[src/rtl/pipeline_pkg.sv]
// Shared types for the RV32I pipeline hazard controller: forwarding selects and
// controller state encoding.
package pipeline_pkg;

  localparam int unsigned XLEN_DEF = 32;
  localparam int unsigned REGW_DEF = 5;
  localparam int unsigned FWD_W    = 2;
  localparam int unsigned CNT_W    = 32;

  typedef enum logic [FWD_W-1:0] {
    FWD_RF    = 2'd0,
    FWD_EXMEM = 2'd1,
    FWD_MEMWB = 2'd2
  } fwd_sel_t;

  typedef enum logic [1:0] {
    RUN    = 2'd0,
    WAIT_I = 2'd1,
    WAIT_D = 2'd2
  } hzd_state_t;

endpackage

[src/rtl/fwd_unit.sv]
// Combinational EX-stage operand forwarding select for one source operand.
// EX/MEM has priority over MEM/WB; x0 is never forwarded.
module fwd_unit
  import pipeline_pkg::*;
#(
  parameter int unsigned REGW = REGW_DEF
) (
  input  logic [REGW-1:0] ex_rs,
  input  logic [REGW-1:0] exmem_rd,
  input  logic            exmem_regwrite,
  input  logic            exmem_is_load,
  input  logic [REGW-1:0] memwb_rd,
  input  logic            memwb_regwrite,
  output fwd_sel_t        sel
);

  // A load in EX/MEM has no result yet, so it cannot supply the operand.
  always_comb begin
    sel = FWD_RF;
    if (exmem_regwrite && !exmem_is_load && (exmem_rd != '0) && (exmem_rd == ex_rs)) begin
      sel = FWD_EXMEM;
    end else if (memwb_regwrite && (memwb_rd != '0) && (memwb_rd == ex_rs)) begin
      sel = FWD_MEMWB;
    end
  end

endmodule

[src/rtl/pipeline_hazard_ctrl.sv]
// Stall/flush/forwarding controller for the 5-stage RV32I pipeline; reconciles
// imem and dmem responses so all stages advance together.
// Optional performance counters are built when PIPE_PERF_CNT_EN is defined.
module pipeline_hazard_ctrl
  import pipeline_pkg::*;
#(
  parameter int unsigned XLEN = XLEN_DEF,
  parameter int unsigned REGW = REGW_DEF
) (
  input  logic             clk,
  input  logic             rst,
  input  logic             imem_resp,
  input  logic [XLEN-1:0]  imem_rdata,
  input  logic             dmem_req,
  input  logic             dmem_resp,
  input  logic [XLEN-1:0]  dmem_rdata,
  output logic [XLEN-1:0]  if_instr,
  output logic [XLEN-1:0]  mem_rdata,
  input  logic [REGW-1:0]  id_rs1,
  input  logic [REGW-1:0]  id_rs2,
  input  logic [REGW-1:0]  ex_rs1,
  input  logic [REGW-1:0]  ex_rs2,
  input  logic [REGW-1:0]  idex_rd,
  input  logic             idex_is_load,
  input  logic [REGW-1:0]  exmem_rd,
  input  logic [REGW-1:0]  memwb_rd,
  input  logic             exmem_regwrite,
  input  logic             memwb_regwrite,
  input  logic             exmem_is_load,
  input  logic             br_taken,
  output logic             load_pc,
  output logic             load_ifid,
  output logic             load_idex,
  output logic             load_exmem,
  output logic             load_memwb,
  output logic             flush_ifid,
  output logic             flush_idex,
  output logic [FWD_W-1:0] fwd_a_sel,
  output logic [FWD_W-1:0] fwd_b_sel,
  output logic [CNT_W-1:0] stall_mem_cnt,
  output logic [CNT_W-1:0] bubble_cnt,
  output logic [CNT_W-1:0] flush_cnt
);

  hzd_state_t      state, next_state;
  logic [XLEN-1:0] ibuf, dbuf;
  logic            i_ok, d_ok, advance, load_use;
  logic            ld_ibuf, ld_dbuf;
  fwd_sel_t        fwd_a, fwd_b;

  assign i_ok     = imem_resp | (state == WAIT_D);
  assign d_ok     = !dmem_req | dmem_resp | (state == WAIT_I);
  assign advance  = i_ok & d_ok;
  assign load_use = idex_is_load & (idex_rd != '0) & ((idex_rd == id_rs1) | (idex_rd == id_rs2));

  // Only capture an early word from RUN; the partner side is what we wait on.
  assign ld_ibuf  = (state == RUN) & imem_resp & !advance;
  assign ld_dbuf  = (state == RUN) & dmem_resp & !advance;

  assign if_instr  = (state == WAIT_D) ? ibuf : imem_rdata;
  assign mem_rdata = (state == WAIT_I) ? dbuf : dmem_rdata;

  always_ff @(posedge clk) begin
    if (rst) begin
      state <= RUN;
    end else begin
      state <= next_state;
    end
  end

  always_ff @(posedge clk) begin
    if (rst) begin
      ibuf <= '0;
      dbuf <= '0;
    end else begin
      if (ld_ibuf) ibuf <= imem_rdata;
      if (ld_dbuf) dbuf <= dmem_rdata;
    end
  end

  // Next state plus pipeline enables; a frozen cycle issues no loads or flushes.
  always_comb begin
    next_state = state;
    load_pc    = 1'b0;
    load_ifid  = 1'b0;
    load_idex  = 1'b0;
    load_exmem = 1'b0;
    load_memwb = 1'b0;
    flush_ifid = 1'b0;
    flush_idex = 1'b0;

    if (advance) begin
      next_state = RUN;
    end else if (ld_ibuf) begin
      next_state = WAIT_D;
    end else if (ld_dbuf) begin
      next_state = WAIT_I;
    end

    if (!rst && advance) begin
      load_pc    = 1'b1;
      load_ifid  = 1'b1;
      load_idex  = 1'b1;
      load_exmem = 1'b1;
      load_memwb = 1'b1;
      if (br_taken) begin
        flush_ifid = 1'b1;
        flush_idex = 1'b1;
      end else if (load_use) begin
        load_pc    = 1'b0;
        load_ifid  = 1'b0;
        flush_idex = 1'b1;
      end
    end
  end

  fwd_unit #(.REGW(REGW)) u_fwd_a (
    .ex_rs          (ex_rs1),
    .exmem_rd       (exmem_rd),
    .exmem_regwrite (exmem_regwrite),
    .exmem_is_load  (exmem_is_load),
    .memwb_rd       (memwb_rd),
    .memwb_regwrite (memwb_regwrite),
    .sel            (fwd_a)
  );

  fwd_unit #(.REGW(REGW)) u_fwd_b (
    .ex_rs          (ex_rs2),
    .exmem_rd       (exmem_rd),
    .exmem_regwrite (exmem_regwrite),
    .exmem_is_load  (exmem_is_load),
    .memwb_rd       (memwb_rd),
    .memwb_regwrite (memwb_regwrite),
    .sel            (fwd_b)
  );

  assign fwd_a_sel = rst ? FWD_W'(FWD_RF) : FWD_W'(fwd_a);
  assign fwd_b_sel = rst ? FWD_W'(FWD_RF) : FWD_W'(fwd_b);

`ifdef PIPE_PERF_CNT_EN
  logic bubble_ev, flush_ev;

  assign bubble_ev = advance & load_use & !br_taken;
  assign flush_ev  = advance & br_taken;

  always_ff @(posedge clk) begin
    if (rst) begin
      stall_mem_cnt <= '0;
      bubble_cnt    <= '0;
      flush_cnt     <= '0;
    end else begin
      if (!advance) stall_mem_cnt <= stall_mem_cnt + CNT_W'(1);
      if (bubble_ev) bubble_cnt   <= bubble_cnt + CNT_W'(1);
      if (flush_ev)  flush_cnt    <= flush_cnt + CNT_W'(1);
    end
  end
`else
  assign stall_mem_cnt = '0;
  assign bubble_cnt    = '0;
  assign flush_cnt     = '0;
`endif

endmodule

[config.mk]
export PLATFORM = sky130hd
export DESIGN_NAME = pipeline_hazard_ctrl
export DESIGN_NICKNAME = d
export VERILOG_FILES = /design/src/rtl/pipeline_pkg.sv /design/src/rtl/fwd_unit.sv /design/src/rtl/pipeline_hazard_ctrl.sv
export SDC_FILE = /design/constraint.sdc
export NUM_CORES = 1
export LEC_CHECK = 0
export CORE_AREA = 5 5 110 112
export DETAILED_ROUTE_END_ITERATION = 8
export DIE_AREA = 0 0 115 117
export GPL_TIMING_DRIVEN = 0
export PLACE_DENSITY = 0.85
export SYNTH_ARGS = -nofsm -noshare
export SYNTH_HDL_FRONTEND = slang
export SYNTH_SLANG_ARGS = --single-unit
[constraint.sdc]
create_clock -name clk -period 4.17 [get_ports clk]
set_input_delay 0.417 -clock clk [delete_from_list [all_inputs] [get_ports clk]]
set_output_delay 0.417 -clock clk [all_outputs]
set_load 0.01 [all_outputs]
# == Yosys cells after proc, flatten, opt, wreduce, memory -nomap -nowiden ==
# Cells that the tools add are included.
# op_classes
eq_ne,8
n_mux,19
n_bitwise,11
reduce_logical,19
# op_table
operator,n
2-to-1 mux 32 bit,2
== test 5 bit,6
2-to-1 mux 2 bit,8
nonzero test 5 bit,3
2-to-1 mux 1 bit,9
logical AND 1 bit,8
bitwise AND 1 bit,7
zero test 1 bit,4
OR 1 bit,4
OR reduction 3 bit,1
== test 2 x 1 -> 1 bit (second input constant),1
== test 2 bit (second input constant),1
zero test 2 bit,1
nonzero test 2 bit,1
OR reduction 2 bit,1
# word_totals
ff_bits,66
inputBits,109
out_inout_bits,171
wordCells,61

# == Longest topological paths before layout ==
# Gate-level depths: netlist (run 1).
# depth
depth_word,8
depth_mapped,7
depth_no_buf,5

# == By module ==
# A second synthesis (run 1) with hierarchy kept.
# unflattened
cells_unflattened,541
hier_area_um2,4377.9
# by_module_without_submodules
mod,n_inst,cells_each,area_each_um2,seq_area_each_um2
pipeline_hazard_ctrl,1,499,4055.1,1321.3
fwd_unit,2,21,161.4,0.0

# == Worst setup path before layout (run 1) ==
# No wires, ideal clock.
# synth_timing
path_type,in2out
startpoint,in idex_rd[1]
endpoint,out load_pc
arrival_time_ns,1.462
t_required_ns,3.753
path_slack_ns,2.291
path_stages,4
path_buffers,1
cell_sequence,or4_1 -> o21ai_0 -> o31a_1 -> buf_4
# synth_via
elab_chain_cells,6
elab_cells_between_ends,9
cone_classes,2 x eq/ne; 3 x mux; 3 x bitwise; 1 x reduce/logical
# synth_rtl
item,line_no,text
"start, declared",pipeline_hazard_ctrl.sv:23,"input logic [REGW-1:0] idex_rd,"
== test 5 bit / nonzero test 5 bit (equally long branches),pipeline_hazard_ctrl.sv:54,assign load_use = idex_is_load & (idex_rd != '0) & ((idex_rd == id_rs1) | (idex_rd == id_rs2));
OR 1 bit / bitwise AND 1 bit (equally long branches),pipeline_hazard_ctrl.sv:54,
bitwise AND 1 bit *,pipeline_hazard_ctrl.sv:54,
2-to-1 mux 1 bit * (3 in a row),-,
"end, declared",pipeline_hazard_ctrl.sv:31,"output logic load_pc,"
# Mark *: on every way between the ends. The rest lies on a longest branch, timed or not.

# == Final worst setup path (run 1) ==
# layout_timing
startpoint,in idex_rd[1]
endpoint,out load_pc
# layout_via
elab_chain_cells,6
elab_cells_between_ends,9
cone_classes,2 x eq/ne; 3 x mux; 3 x bitwise; 1 x reduce/logical
# layout_rtl
item,line_no,text
== test 5 bit / nonzero test 5 bit (equally long branches),pipeline_hazard_ctrl.sv:54,
OR 1 bit / bitwise AND 1 bit (equally long branches),pipeline_hazard_ctrl.sv:54,
bitwise AND 1 bit *,pipeline_hazard_ctrl.sv:54,
2-to-1 mux 1 bit *,pipeline_hazard_ctrl.sv:109,end else if (load_use) begin
2-to-1 mux 1 bit *,pipeline_hazard_ctrl.sv:106,if (br_taken) begin
2-to-1 mux 1 bit *,pipeline_hazard_ctrl.sv:100,if (!rst && advance) begin
# Marks and branches as above.

==> results of run 1 <==
## metrics by stage
stage               worst slack (ns)  total power, W  cell area, um^2  hold slack, ns
CTS                            1.261        0.002048             6975          0.4542
finish                         1.265        0.002030             6975          0.4529
detailed placement             1.262        0.001220             6648          0.4462
global placement               1.275        0.001214             6648          0.4396
floorplan                      2.291       0.0009654             4647          0.4338
global route                   1.192        0.002134             6975          0.4658
## flip-flops by register name, summed over array words and instances, names as in the netlist
name / flops
ibuf: 32
state: 2
dbuf: 32
## where the power goes
part,internal [W],switching (W),total (W)
Sequential,0.000656,0.0000129,0.000669
Clock,0.000541,0.000280,0.000820
Combinational,0.000315,0.000226,0.000541
Total,0.00151,0.000519,0.00203
## layout make-up
class | count | area, um^2
buffer | 128 | 885.9
clock buffer | 10 | 239.0
clock inverter | 6 | 88.84
fill | 998 | 4150
inverter | 4 | 15.01
multi-input combinational | 428 | 2425
sequential | 66 | 1321
tap | 143 | 178.9
timing repair buffer | 182 | 1822
## path summary, 6_finish.rpt
| check | start | end | cells after the start |
|---|---|---|---|
| worst min register to register | ibuf[20] | ibuf[20] | 2 |
| worst min-delay path | ibuf[20] | ibuf[20] | 2 |
| worst max-delay path | idex_rd[1] | load_pc | 6 |
| worst max register to register | state[1] | ibuf[18] | 6 |
## cells in the mapped netlist, types with 2 or more instances
cell type and n:
sky130_fd_sc_hd__nand2_1 128, sky130_fd_sc_hd__buf_4 102, sky130_fd_sc_hd__a21oi_1 67, sky130_fd_sc_hd__dfxtp_1 66, sky130_fd_sc_hd__mux2_2 64, sky130_fd_sc_hd__buf_2 18
sky130_fd_sc_hd__xor2_1 18, sky130_fd_sc_hd__xnor2_1 12, sky130_fd_sc_hd__clkbuf_1 8, sky130_fd_sc_hd__nor2_1 7, sky130_fd_sc_hd__inv_1 4, sky130_fd_sc_hd__nand2b_1 4
sky130_fd_sc_hd__nand3_1 4, sky130_fd_sc_hd__nor4_1 4, sky130_fd_sc_hd__nor3_1 3, sky130_fd_sc_hd__o31a_1 3, sky130_fd_sc_hd__nand4_1 2, sky130_fd_sc_hd__o211ai_1 2
sky130_fd_sc_hd__o21ai_0 2, sky130_fd_sc_hd__or4_1 2
## cells by family after synthesis
kind of cell / after synthesis
AND/OR/NAND/NOR: 159
buffers and inverters: 132
AO/OA/AOI/OAI: 79
flip-flops: 66
multiplexers: 64
XOR/XNOR: 30
other: 1
## layout by cell type, fill, tap and decap left out, types with 3 or more instances in the layout
cell type and instances:
sky130_fd_sc_hd__clkdlybuf4s50_1 182, sky130_fd_sc_hd__nand2_1 128, sky130_fd_sc_hd__buf_4 102, sky130_fd_sc_hd__conb_1 96, sky130_fd_sc_hd__a21oi_1 67, sky130_fd_sc_hd__dfxtp_1 66
sky130_fd_sc_hd__mux2_2 64, sky130_fd_sc_hd__xor2_1 18, sky130_fd_sc_hd__buf_2 18, sky130_fd_sc_hd__xnor2_1 12, sky130_fd_sc_hd__clkbuf_16 9, sky130_fd_sc_hd__clkbuf_1 8
sky130_fd_sc_hd__nor2_1 7, sky130_fd_sc_hd__nand2b_1 4, sky130_fd_sc_hd__nor4_1 4, sky130_fd_sc_hd__inv_1 4, sky130_fd_sc_hd__nand3_1 4, sky130_fd_sc_hd__nor3_1 3
sky130_fd_sc_hd__o31a_1 3
## worst min-delay path, cell delays in order (launching register included)
cell                      delay (ns)
sky130_fd_sc_hd__dfxtp_1        0.30
sky130_fd_sc_hd__nand2_1        0.05
sky130_fd_sc_hd__a21oi_1        0.05
## layer usage
layer	GRT usage	routed length (um)	vias up
met4	0.04304	158	0
li1	-	-	2130
met5	0	0	-
met2	0.3391	6685	158
met3	0.05347	1111	14
met1	0.2039	4811	1854
==> impl_metrics.env, run 1 <==
export IMPL_outcome="complete, no violations"
export IMPL_clock_sinks=66
export IMPL_cts_clk_slew_worst_paths_ns=0.06
export IMPL_finalSetupViolations=0
export IMPL_wire_per_inst_um=13.20
export IMPL_cp_max_fo=3
export IMPL_hold_class="reg2reg"
export IMPL_power_density_nw_per_um2=291.1
export IMPL_skew_ns=0.008777
export IMPL_tightest_slew_ns=0.5173
export IMPL_grt_util_all_layers=0.1820
export IMPL_crit_path_cell_trace="clkdlybuf4s50_1 > or4_1 > o21ai_0 > o31a_1 > buf_4 > clkdlybuf4s50_1"
export IMPL_effective_utilization_at_floorplan=0.3856
export IMPL_fin_crit_sh=0.6967
export IMPL_synthesis_area_per_instance_um2=8.080
export IMPL_crit_path_top_delay_cell="sky130_fd_sc_hd__or4_1"
export IMPL_synth_mux_area_frac=0.1680
export IMPL_max_freq_mhz=344.2
export IMPL_grt_overflow_total=0
export IMPL_clock_path_buffers=2
export IMPL_async_reset_ff_frac=0
export IMPL_unrepaired_setup_endpoints_after_global_routing="no"
export IMPL_clock_insertion_delay_worst_skew_ns=0.32
export IMPL_core_area_um2=11130
export IMPL_synth_compound_area_share=0.09857
export IMPL_area_growth_pct=62.58
export IMPL_finish_net_count=928
export IMPL_dpl_hpwl_um=10570
export IMPL_ff2ff_setup_slack_ns=2.80
export IMPL_synth_simple_gate_area_share=0.1534
export IMPL_synth_ff_type="sky130_fd_sc_hd__dfxtp_1"
export IMPL_post_synthesis_cell_area_um2=4290
export IMPL_path_delay_family="buffers and inverters"
export IMPL_globalplace_congestion=0.8168
export IMPL_vias=4156
export IMPL_floorplan_rows=39
export IMPL_fin_setup_tns_ns=0
export IMPL_synth_adder_area_share=0
export IMPL_ys_top_cells_by_area="sky130_fd_sc_hd__dfxtp_1, sky130_fd_sc_hd__buf_4, sky130_fd_sc_hd__mux2_2, sky130_fd_sc_hd__nand2_1, sky130_fd_sc_hd__a21oi_1"
export IMPL_drive_above_1_share=0.2464
export IMPL_synthesized_instance_count=531
export IMPL_yosysSeqAreaShare=0.3080
export IMPL_clock_tree_htree_level_count=3
export IMPL_grt_max_degree=13
export IMPL_horizontal_extent_of_the_die_um=115
export IMPL_crit_path_frequent_cell="sky130_fd_sc_hd__clkdlybuf4s50_1"
export IMPL_post_drt_via_cell_ratio=4.298
export IMPL_clockRootBuffer="sky130_fd_sc_hd__clkbuf_16"
export IMPL_finalHoldViolations=0
export IMPL_antenna_violating_nets_post_route=0
export IMPL_synth_top_family_by_area="buffers and inverters"
export IMPL_leakage_nw=3.000
export IMPL_synth_xor_xnor_area_share=0.06124
export IMPL_synth_cell_type_count=31
export IMPL_tritoncts_num_buffers=9
export IMPL_antenna_diode_count=0
export IMPL_drc=0
export IMPL_peakVddDrop_uv=159.8
export IMPL_report_final_slew_viol_count=0
export IMPL_fin_util=0.6270
export IMPL_buffer_ports_inserted=182
export IMPL_drt_first_iter_violations=147
export IMPL_first_global_vias=4117
export IMPL_timing_worst_setup_path_type="in2out"
export IMPL_cp_start_kind="input pin"
export IMPL_die_area_um2=13460
export IMPL_wirelength_um=12770
export IMPL_drt_pass1_iter_count=4
export IMPL_synth_largest_type_area_fraction=0.3080
export IMPL_holdBufCountCts=0
export IMPL_critical_path_endpoint_type="output pin"
export IMPL_postCtsSetupRepairBufs=0
export IMPL_max_slew_margin=0.6551
export IMPL_initial_antenna_violation_count=0
export IMPL_synth_enable_flop_cells=0
export IMPL_timing_final_crit_period_ns=2.905
export IMPL_cell_type_contributing_the_most_total_cell_area_after_synthesis="sky130_fd_sc_hd__dfxtp_1"
export IMPL_cpPeakStageDelay_ns=0.54
export IMPL_yosys_warnings=0
export IMPL_crit_required_ns=3.75
export IMPL_grt_pass1_wl_um=19690
export IMPL_final_cell_count_without_fillers=967
export IMPL_critical_path_arrival_ns=2.49
export IMPL_synth_seq_cells=66
export IMPL_max_cap_viol_count=0
export IMPL_number_of_placed_instances_with_taps_included=951
export IMPL_cts_tree="done"
export IMPL_critical_path_buf_inv_count=3
export IMPL_cts_resized_gates=0
export IMPL_io_pins=280
export IMPL_fp_dieH_um=117
Power figures use the tool's default switching activity.
==> inputs of run 2 (changes only) <==
- CORE_AREA: 5 5 110 112 -> 5 5 121 123
- DIE_AREA: 0 0 115 117 -> 0 0 126 128
- PLACE_DENSITY: 0.85 -> 0.75
- clock period: 4.17 -> 2.5 ns (I/O delays scaled with it)
==> run 2 against run 1 <==
Compared with the run above:
- sequential share of layout area fell by 0.15 points
- cell count rose by 3.8%
- global-route usage fell by 2.4 points
- flip-flop and latch count did not move
- die area rose by 20%
- routed wire length rose by 2.6%
- sequential power rose by 67%
- worst hold slack got worse by 0.0025 ns
- non-clock buffer count rose by 1
- largest cell class unchanged
- largest power group unchanged
==> impl_metrics.env, run 2 (synthesis gave the netlist of run 1 again) <==
export IMPL_clock_path_buffers=2
export IMPL_hold_class="reg2reg"
export IMPL_logic_pwr_share=0.269
export IMPL_tritoncts_num_buffers=9
export IMPL_number_of_placed_instances_with_taps_included=988
export IMPL_cp_max_fo=3
export IMPL_finalHoldViolations=0
export IMPL_cts_tree="done"
export IMPL_post_drt_via_cell_ratio=4.109
export IMPL_antenna_diode_count=0
export IMPL_report_final_slew_viol_count=0
export IMPL_tightest_slew_ns=0.6088
export IMPL_power_switching_share=0.2504
export IMPL_max_cap_viol_count=0
export IMPL_drt_pass1_iter_count=4
export IMPL_grt_pass1_wl_um=20740
export IMPL_vias=4125
export IMPL_drt_first_iter_violations=164
export IMPL_clockRootBuffer="sky130_fd_sc_hd__clkbuf_16"
export IMPL_pwr_share_clk=0.400
export IMPL_skew_ns=0.006999
export IMPL_clock_insertion_delay_worst_skew_ns=0.33
export IMPL_layout_cells_most_common_list="sky130_fd_sc_hd__clkdlybuf4s50_1, sky130_fd_sc_hd__nand2_1, sky130_fd_sc_hd__buf_4"
export IMPL_fp_dieH_um=128
export IMPL_globalplace_congestion=0.7734
export IMPL_cts_clk_slew_worst_paths_ns=0.05
export IMPL_fillerInstances=1301
export IMPL_final_cell_count_without_fillers=1004
export IMPL_grt_util_all_layers=0.1580
export IMPL_die_area_um2=16130
export IMPL_drc=0
export IMPL_floorplan_rows=43
export IMPL_timing_final_crit_period_ns=2.433
export IMPL_peakVddDrop_uv=258.6
export IMPL_initial_antenna_violation_count=0
export IMPL_grt_overflow_total=0
export IMPL_cp_start_kind="input pin"
export IMPL_crit_required_ns=2.25
export IMPL_horizontal_extent_of_the_die_um=126
export IMPL_dpl_hpwl_um=10590
export IMPL_drive_above_1_share=0.2524
export IMPL_holdBufCountCts=0
export IMPL_area_growth_pct=64.16
export IMPL_power_density_nw_per_um2=478.1
export IMPL_finish_net_count=929
export IMPL_critical_path_arrival_ns=2.18
export IMPL_antenna_violating_nets_post_route=0
export IMPL_fin_crit_sh=0.9730
export IMPL_first_global_vias=4108
export IMPL_clock_sinks=66
export IMPL_reg_largest_list="dbuf (32), ibuf (32), state (2)"
export IMPL_leakage_nw=3.029
export IMPL_ff2ff_setup_slack_ns=1.18
export IMPL_critical_path_endpoint_type="output pin"
export IMPL_finalSetupViolations=0
export IMPL_outcome="complete, no violations"
export IMPL_wire_per_inst_um=13.05
export IMPL_buffer_ports_inserted=182
export IMPL_max_slew_margin=0.5941
export IMPL_timing_worst_setup_path_type="in2out"
export IMPL_layout_commonest_cell="sky130_fd_sc_hd__clkdlybuf4s50_1"
export IMPL_wirelength_um=13100
export IMPL_core_area_um2=13560
export IMPL_grt_max_degree=11
export IMPL_final_hold_worst_slack_ns=0.4504
export IMPL_max_freq_mhz=411.1
export IMPL_io_pins=280
export IMPL_share_seq_of_total_power=0.331
export IMPL_netSwitchingPower_w=0.0008430
export IMPL_power_report_internal_total_w=0.002524
export IMPL_clock_tree_htree_level_count=3
export IMPL_effective_utilization_at_floorplan=0.3164
[run 2: cell count changes in the layout (fill, tap and decap cells not counted), sizes merged]
cell           delta
clkinv            -1
clkbuf            +9
bufinv            -1
clkinvlp          -2
buf               -3
inv               -1
clkdlybuf4s50     -4
dlygate4sd2       +3
[run 2: power groups by stage]
stage	registers, W	logic (W)	clock network [W]
floorplan	0.00113	0.000478	0
global placement	0.00114	0.000894	0
detailed placement	0.00114	0.000899	0
CTS	0.00112	0.000903	0.00139
global route	0.00112	0.000986	0.00143
finish	0.00112	0.000905	0.00135
[run 2: layout make-up]
cell class	count	area, um^2	share of cell area
multi-input cells	428	2431	0.3452
repair buffers	183	1823	0.2588
flip-flops and latches	66	1324	0.1880
plain buffers	128	900.9	0.1279
clock buffers	14	294.0	0.04175
well taps	180	225.2	0.03198
clock inverters	1	30.03	0.004264
inverters	4	15.01	0.002132
[run 2: timing repair]
item,in CTS,in global routing
setup endpoints to repair,23,46
pin swaps,1,1
setup buffers,0,1
gates resized for setup,8,7
hold endpoints to repair,0,0
[run 2: per-stage QoR]
step	worst slack, ns	power (W)	cell area, um^2	TNS (ns)	utilization
after floorplan	0.9107	0.001610	4647	0	-
after global placement	-0.1201	0.002031	6694	-0.1600	0.4937
after detailed placement	-0.1259	0.002036	6694	-0.1592	0.4937
after CTS	0.004189	0.003409	7015	0	0.5174
after global routing	-0.0001210	0.003540	7043	-0.0001210	0.5195
final	0.06744	0.003367	7043	0	0.5195
[run 2: metal layers]
layer | part of all wire | vias to the layer above | global-route usage
li1 | - | 2134 | -
met1 | 0.38 | 1822 | 0.1758
met2 | 0.52 | 157 | 0.2883
met3 | 0.085 | 12 | 0.04375
met4 | 0.013 | 0 | 0.05615
met5 | 0 | - | 0
[run 2: worst paths after layout]
check | startpoint | depth (start not counted) | endpoint
setup / recovery | memwb_rd[0] | 6 | fwd_b_sel[1]
hold / removal | ibuf[29] | 2 | ibuf[29]
setup reg to reg | state[1] | 4 | dbuf[20]
hold reg to reg | ibuf[29] | 2 | ibuf[29]
[run 2: critical path: stages]
cell	delay [ns]
sky130_fd_sc_hd__clkdlybuf4s50_1	0.48
sky130_fd_sc_hd__or4_1	0.54
sky130_fd_sc_hd__o211ai_1	0.23
sky130_fd_sc_hd__nor4_1	0.10
sky130_fd_sc_hd__o31a_1	0.11
sky130_fd_sc_hd__clkdlybuf4s50_1	0.48
